## src/rtl/wb_port_arbiter_if.sv

```systemverilog
// Write-back port bundle between the execute/memory requesters, the decode
// read addresses and the register file write port.
//   alu_* / mem_* : requester valid/ready handshake with destination and data
//   WE3/AD3/WD3   : register file write port
//   AD1/AD2       : decode read addresses, hazard1/hazard2 : stall flags
interface wb_port_arbiter_if #(
  parameter int unsigned WIDTH = 32
);
  logic             alu_valid;
  logic             alu_ready;
  logic [4:0]       alu_rd;
  logic [WIDTH-1:0] alu_data;
  logic             mem_valid;
  logic             mem_ready;
  logic [4:0]       mem_rd;
  logic [WIDTH-1:0] mem_data;
  logic             WE3;
  logic [4:0]       AD3;
  logic [WIDTH-1:0] WD3;
  logic [4:0]       AD1;
  logic [4:0]       AD2;
  logic             hazard1;
  logic             hazard2;

  // Pipeline side: requesters and decode.
  modport master (
    output alu_valid, alu_rd, alu_data, mem_valid, mem_rd, mem_data, AD1, AD2,
    input  alu_ready, mem_ready, WE3, AD3, WD3, hazard1, hazard2
  );

  // Arbiter side.
  modport slave (
    input  alu_valid, alu_rd, alu_data, mem_valid, mem_rd, mem_data, AD1, AD2,
    output alu_ready, mem_ready, WE3, AD3, WD3, hazard1, hazard2
  );
endinterface

```

## src/rtl/wb_port_arbiter.sv

```systemverilog
// Shares the register file write port between the ALU and load write-back
// paths. Each path has a one-entry holding buffer; an oldest-first arbiter
// with round-robin tie-break drains one entry per cycle onto WE3/AD3/WD3.
// hazard1/hazard2 flag decode reads of registers with a write still pending
// (including the write being issued this cycle).
//   clk : rising-edge clock
//   rst : asynchronous active-high reset
//   bus : wb_port_arbiter_if slave modport (handshakes, write port, hazards)
module wb_port_arbiter #(
  parameter int unsigned WIDTH = 32
) (
  input logic            clk,
  input logic            rst,
  wb_port_arbiter_if.slave bus
);

  logic             alu_full_q, alu_full_d, alu_age_q, alu_age_d;
  logic [4:0]       alu_rd_q, alu_rd_d;
  logic [WIDTH-1:0] alu_data_q, alu_data_d;
  logic             mem_full_q, mem_full_d, mem_age_q, mem_age_d;
  logic [4:0]       mem_rd_q, mem_rd_d;
  logic [WIDTH-1:0] mem_data_q, mem_data_d;
  logic             prio_q, prio_d;

  logic alu_gnt, mem_gnt, tie;
  logic alu_load, mem_load;

  // Grant depends only on registered state, so ready never depends on valid.
  always_comb begin
    alu_gnt = 1'b0;
    mem_gnt = 1'b0;
    tie     = 1'b0;
    if (alu_full_q && mem_full_q) begin
      if (alu_age_q != mem_age_q) begin
        alu_gnt = alu_age_q;
        mem_gnt = mem_age_q;
      end else begin
        tie     = 1'b1;
        alu_gnt = ~prio_q;
        mem_gnt = prio_q;
      end
    end else begin
      alu_gnt = alu_full_q;
      mem_gnt = mem_full_q;
    end
  end

  assign bus.alu_ready = ~alu_full_q | alu_gnt;
  assign bus.mem_ready = ~mem_full_q | mem_gnt;

  // Writes to x0 are accepted but never buffered.
  assign alu_load = bus.alu_valid & bus.alu_ready & (bus.alu_rd != 5'd0);
  assign mem_load = bus.mem_valid & bus.mem_ready & (bus.mem_rd != 5'd0);

  always_comb begin
    bus.WE3 = alu_gnt | mem_gnt;
    bus.AD3 = 5'd0;
    bus.WD3 = '0;
    if (alu_gnt) begin
      bus.AD3 = alu_rd_q;
      bus.WD3 = alu_data_q;
    end else if (mem_gnt) begin
      bus.AD3 = mem_rd_q;
      bus.WD3 = mem_data_q;
    end
  end

  assign bus.hazard1 = (bus.AD1 != 5'd0) &
                       ((alu_full_q & (alu_rd_q == bus.AD1)) |
                        (mem_full_q & (mem_rd_q == bus.AD1)));
  assign bus.hazard2 = (bus.AD2 != 5'd0) &
                       ((alu_full_q & (alu_rd_q == bus.AD2)) |
                        (mem_full_q & (mem_rd_q == bus.AD2)));

  always_comb begin
    alu_full_d = alu_full_q;
    alu_rd_d   = alu_rd_q;
    alu_data_d = alu_data_q;
    alu_age_d  = alu_age_q;
    mem_full_d = mem_full_q;
    mem_rd_d   = mem_rd_q;
    mem_data_d = mem_data_q;
    mem_age_d  = mem_age_q;
    prio_d     = tie ? alu_gnt : prio_q;

    // A waiting entry becomes older when the other side loads behind it.
    if (alu_load) begin
      alu_full_d = 1'b1;
      alu_rd_d   = bus.alu_rd;
      alu_data_d = bus.alu_data;
      alu_age_d  = 1'b0;
    end else if (alu_gnt) begin
      alu_full_d = 1'b0;
      alu_age_d  = 1'b0;
    end else if (mem_load && alu_full_q) begin
      alu_age_d  = 1'b1;
    end

    if (mem_load) begin
      mem_full_d = 1'b1;
      mem_rd_d   = bus.mem_rd;
      mem_data_d = bus.mem_data;
      mem_age_d  = 1'b0;
    end else if (mem_gnt) begin
      mem_full_d = 1'b0;
      mem_age_d  = 1'b0;
    end else if (alu_load && mem_full_q) begin
      mem_age_d  = 1'b1;
    end
  end

  always_ff @(posedge clk or posedge rst) begin
    if (rst) begin
      alu_full_q <= 1'b0;
      alu_rd_q   <= 5'd0;
      alu_data_q <= '0;
      alu_age_q  <= 1'b0;
      mem_full_q <= 1'b0;
      mem_rd_q   <= 5'd0;
      mem_data_q <= '0;
      mem_age_q  <= 1'b0;
      prio_q     <= 1'b0;
    end else begin
      alu_full_q <= alu_full_d;
      alu_rd_q   <= alu_rd_d;
      alu_data_q <= alu_data_d;
      alu_age_q  <= alu_age_d;
      mem_full_q <= mem_full_d;
      mem_rd_q   <= mem_rd_d;
      mem_data_q <= mem_data_d;
      mem_age_q  <= mem_age_d;
      prio_q     <= prio_d;
    end
  end

endmodule

```

## src/flat_wrapper.sv

```systemverilog
// flat-port wrapper written by rule: the top's interface ports become plain ports
module wb_port_arbiter_flat 
#(
  parameter int unsigned WIDTH = 32
)
  (clk, rst, bus_alu_valid, bus_alu_rd, bus_alu_data, bus_mem_valid, bus_mem_rd, bus_mem_data, bus_AD1, bus_AD2, bus_alu_ready, bus_mem_ready, bus_WE3, bus_AD3, bus_WD3, bus_hazard1, bus_hazard2);
  wb_port_arbiter_if #(.WIDTH(WIDTH)) bus_i ();
  input logic clk;
  input logic rst;
  input wire logic [$bits(bus_i.alu_valid)-1:0] bus_alu_valid;
  input wire logic [$bits(bus_i.alu_rd)-1:0] bus_alu_rd;
  input wire logic [$bits(bus_i.alu_data)-1:0] bus_alu_data;
  input wire logic [$bits(bus_i.mem_valid)-1:0] bus_mem_valid;
  input wire logic [$bits(bus_i.mem_rd)-1:0] bus_mem_rd;
  input wire logic [$bits(bus_i.mem_data)-1:0] bus_mem_data;
  input wire logic [$bits(bus_i.AD1)-1:0] bus_AD1;
  input wire logic [$bits(bus_i.AD2)-1:0] bus_AD2;
  output wire logic [$bits(bus_i.alu_ready)-1:0] bus_alu_ready;
  output wire logic [$bits(bus_i.mem_ready)-1:0] bus_mem_ready;
  output wire logic [$bits(bus_i.WE3)-1:0] bus_WE3;
  output wire logic [$bits(bus_i.AD3)-1:0] bus_AD3;
  output wire logic [$bits(bus_i.WD3)-1:0] bus_WD3;
  output wire logic [$bits(bus_i.hazard1)-1:0] bus_hazard1;
  output wire logic [$bits(bus_i.hazard2)-1:0] bus_hazard2;
  assign bus_i.alu_valid = bus_alu_valid;
  assign bus_i.alu_rd = bus_alu_rd;
  assign bus_i.alu_data = bus_alu_data;
  assign bus_i.mem_valid = bus_mem_valid;
  assign bus_i.mem_rd = bus_mem_rd;
  assign bus_i.mem_data = bus_mem_data;
  assign bus_i.AD1 = bus_AD1;
  assign bus_i.AD2 = bus_AD2;
  assign bus_alu_ready = bus_i.alu_ready;
  assign bus_mem_ready = bus_i.mem_ready;
  assign bus_WE3 = bus_i.WE3;
  assign bus_AD3 = bus_i.AD3;
  assign bus_WD3 = bus_i.WD3;
  assign bus_hazard1 = bus_i.hazard1;
  assign bus_hazard2 = bus_i.hazard2;
  wb_port_arbiter #(.WIDTH(WIDTH)) u_core (.clk(clk), .rst(rst), .bus(bus_i));
endmodule
```

## config.mk

```make
export PLATFORM = sky130hd
export DESIGN_NAME = wb_port_arbiter_flat
export DESIGN_NICKNAME = d
export VERILOG_FILES = /design/src/rtl/wb_port_arbiter_if.sv /design/src/rtl/wb_port_arbiter.sv /design/src/flat_wrapper.sv
export SDC_FILE = /design/constraint.sdc
export NUM_CORES = 1
export LEC_CHECK = 0
export BUFFER_PORTS_ARGS = -buffer_cell sky130_fd_sc_hd__buf_2
export CAP_MARGIN = 25
export CORE_MARGIN = 4
export CORE_UTILIZATION = 54
export DETAILED_ROUTE_END_ITERATION = 12
export MAX_ROUTING_LAYER = met4
export PLACE_DENSITY = 0.85
export SLEW_MARGIN = 20
export SYNTH_ARGS = -nofsm -noshare
export SYNTH_HDL_FRONTEND = slang
export SYNTH_SLANG_ARGS = --single-unit
```

## constraint.sdc

```tcl
create_clock -name clk -period 6.65 [get_ports clk]
set_clock_uncertainty 0.1 [all_clocks]
set_input_delay 0.3325 -clock clk [delete_from_list [all_inputs] [get_ports clk]]
set_output_delay 0.3325 -clock clk [all_outputs]
set_load 0.02 [all_outputs]
```

==> flow_metrics.py <==
metrics = {
    "status": {
        "status": "finished, final reports clean",
    },
    "timing": {
        "setup_viol": 0,
        "setup_tns_ns": 0,
        "grt_setup_unrepaired": "false",
        "final-hold-violation-count": 0,
        "slew_headroom_pct": 56.8,
        "fmax_ghz": 0.357,
        "finalCritPeriodShare_pct": 42.2,
        "tightest_slew_ns": 0.649,
        "finalCriticalPeriod_ns": 2.80,
        "layout_setup_ws_ns": 3.85,
        "drv_slew": 0,
    },
    "grt": {
        "grt_use_total_pct": 21.7,
        "grt_pass1_vias": 2920,
        "grt_overflow": 0,
        "grt_max_degree": 80,
        "grt_pass1_wl_mm": 14.1,
        "grt_antenna_before_repair": 0,
    },
    "drt": {
        "num_vias": 2730,
        "wirelength_mm": 8.80,
        "drt_iter0_drc": 98,
        "ant_nets": 0,
        "drc": 0,
        "wire_per_inst_um": 17.5,
        "drt_pass1_iterations": 4,
        "viasPerCell": 5.42,
    },
    "power": {
        "power_density_nw_per_um2": 494,
        "p_leak_uw": 0.00235,
        "power_uw": 2360,
        "worst_ir_drop_vdd_uv": 310,
    },
    "placement": {
        "place_area_um2": 4520,
        "dp.cells": 486,
        "gp_congestion": 0.927,
        "placement.io_buffers": 129,
        "dp_hpwl_mm": 6.29,
        "place_ws_ns": 4.14,
    },
    "clock_network": {
        "cts_tree": "yes",
        "clock_latency_ns": 0.33,
        "tritoncts.num_buffers": 9,
        "ctsHoldBuffers": 0,
        "cts.sinks": 79,
        "clk_path_buf_depth": 2,
        "clkSlewWorstSetupHoldPaths_ns": 0.08,
        "clock_tree.root_cell": "clkbuf_8",
        "htree_levels": 3,
        "cts_resized": 0,
        "cts_setup_buffers": 0,
    },
    "floorplanning": {
        "dieWidth_um": 91.8,
        "fp-row-count": 30,
        "dieArea_um2": 8420,
        "start_util_pct": 55.8,
        "die_h_um": 91.8,
        "num_io_pins": 130,
        "core-area_um2": 6790,
    },
    "synthesis": {
        "ys.flop_type": "dfrtp_1",
        "syn-instance-count": 272,
        "synth_edf_count": 0,
        "synth_top_area_share_pct": 52.2,
        "seq_area_frac_synth_pct": 52.2,
        "synth_nets": 360,
        "synth_area_um2": 3790,
        "synth_top_cells_by_count": "79 x dfrtp_1, 42 x mux2_2, 37 x a22o_1",
        "yosysTopAreaCell": "dfrtp_1",
        "ys_async_sr_fraction_pct": 100,
        "yosysMostFrequentCell": "dfrtp_1",
        "yosysUniqueCellTypes": 31,
        "synth_area_leaders": "dfrtp_1 52%, mux2_2 12%, mux2_4 12%, a22o_1 8.6%, xor2_1 4.2%",
        "yosys_warnings": 0,
        "ys_seq_elements": 79,
        "postSynthAreaPerCell_um2": 13.9,
    },
    "final_layout": {
        "syn2layout_area_growth_pct": 26.1,
        "diodes": 0,
        "final_cells": 504,
        "layout.nets": 491,
        "drive_above_1_share_pct": 56.4,
        "fillCellCount": 514,
        "final_area_um2": 4780,
    },
    "worst_setup_path": {
        "crit_slowest_cell": "o21ai_2",
        "startpoint_type": "register",
        "worstPathCellList": "nor2b_1 -> a21oi_1 -> o21ai_2 -> buf_4 -> a22o_1 -> buf_2",
        "critPathBufInv": 2,
        "crit_type": "register to output port",
        "cpPeakStageDelay_ns": 0.54,
        "critPathArrivalTime_ns": 2.37,
        "critPathTopFamily": "compound AO/OA/AOI/OAI gates",
        "crit_required_ns": 6.22,
        "critPathCaptureType": "output port",
        "cp_max_fo": 23,
    },
    "hold_path": {
        "hold_class": "input port to async pin",
    },
    "run": {
        "cap_violations": 0,
    },
}
==> worst paths after layout <==
kind	from	to	slack, ns	depth (start not counted)
worst min register to register	u_core.prio_q	u_core.prio_q	0.38	1
worst min-delay path	rst	u_core.mem_data_q[6]	0.04	3
worst max register to register	u_core.prio_q	u_core.alu_data_q[0]	4.13	5
min in group clk	bus_mem_data[15]	u_core.mem_data_q[15]	0.11	2
max in group asynchronous	rst	u_core.alu_rd_q[2]	5.81	4
worst max-delay path	u_core.alu_age_q	bus_WD3[22]	3.85	6
==> layout by cell type, fill, tap and decap left out, types with 2 or more instances in the layout <==
cell,synthesis,layout
buf_2,5,129
dfrtp_1,79,79
mux2_2,42,42
a22o_1,37,37
mux2_4,30,30
xor2_1,18,18
clkbuf_8,0,9
nor2_1,6,6
nand2_1,5,5
nand3_1,5,5
nor4_1,4,4
xnor2_1,4,4
nor3_1,3,3
a21oi_1,3,3
inv_1,4,3
buf_4,2,3
or2_2,2,2
or4_1,2,2
clkinv_2,0,2
clkinvlp_4,0,2
bufinv_16,0,2
buf_16,0,2
==> metrics by stage <==
stage | utilization (%) | hold WS [ns]
detailed placement | 66.5 | 0.373
global route | 70.3 | 0.0976
floorplan | - | 0.347
global placement | 66.1 | 0.363
CTS | 69.6 | 0.0974
finish | 70.3 | 0.0448
==> worst register-to-register path: cells and delay by family (launching register included) <==
kind / cells / cell delay, ns
DFF: 1 / 0.40
muxes: 1 / 0.40
and+or+nand+nor: 1 / 0.18
buffers and inverters: 1 / 0.45
AOI/OAI and AO/OA: 2 / 0.88
==> cells by family after synthesis <==
group / Yosys count / synth area share [%]
AOI/OAI and AO/OA: 48 / 11.0
DFF: 79 / 52.2
muxes: 72 / 24.4
and+or+nand+nor: 32 / 4.36
buffers and inverters: 19 / 3.04
xor gates and xnor gates: 22 / 5.08
==> final cells by class <==
type	count	area (µm²)	area share, %
clock buffers	10	128	2.67
inverters	4	15.0	0.314
repair buffers	135	743	15.6
clock inverters	6	85.1	1.78
well taps	96	120	2.51
multi-input cells	174	1710	35.8
flip-flops and latches	79	1980	41.4
==> registers in the layout, summed over array words and instances, names as in the netlist <==
register	flops
u_core.mem_age_q	1
u_core.mem_full_q	1
u_core.alu_rd_q	5
u_core.alu_full_q	1
u_core.alu_age_q	1
u_core.prio_q	1
u_core.mem_data_q	32
u_core.alu_data_q	32
u_core.mem_rd_q	5
==> layer usage <==
layer / wire length (µm) / vias up / part of all wire, % / global-route usage (%)
met5: 0 / - / 0 / -
met3: 472 / 11 / 5.4 / 3.77
met4: 139 / 0 / 1.6 / 8.79
li1: - / 1262 / - / -
met1: 3650 / 1363 / 41 / 26.6
met2: 4540 / 94 / 52 / 35.7
==> power breakdown <==
group / switching [µW] / internal [µW] / total (µW)
clock: 173 / 210 / 383
sequential: 133 / 647 / 780
combinational: 645 / 552 / 1200
total: 950 / 1410 / 2360
Note: power is estimated with default switching activity, not from simulation.
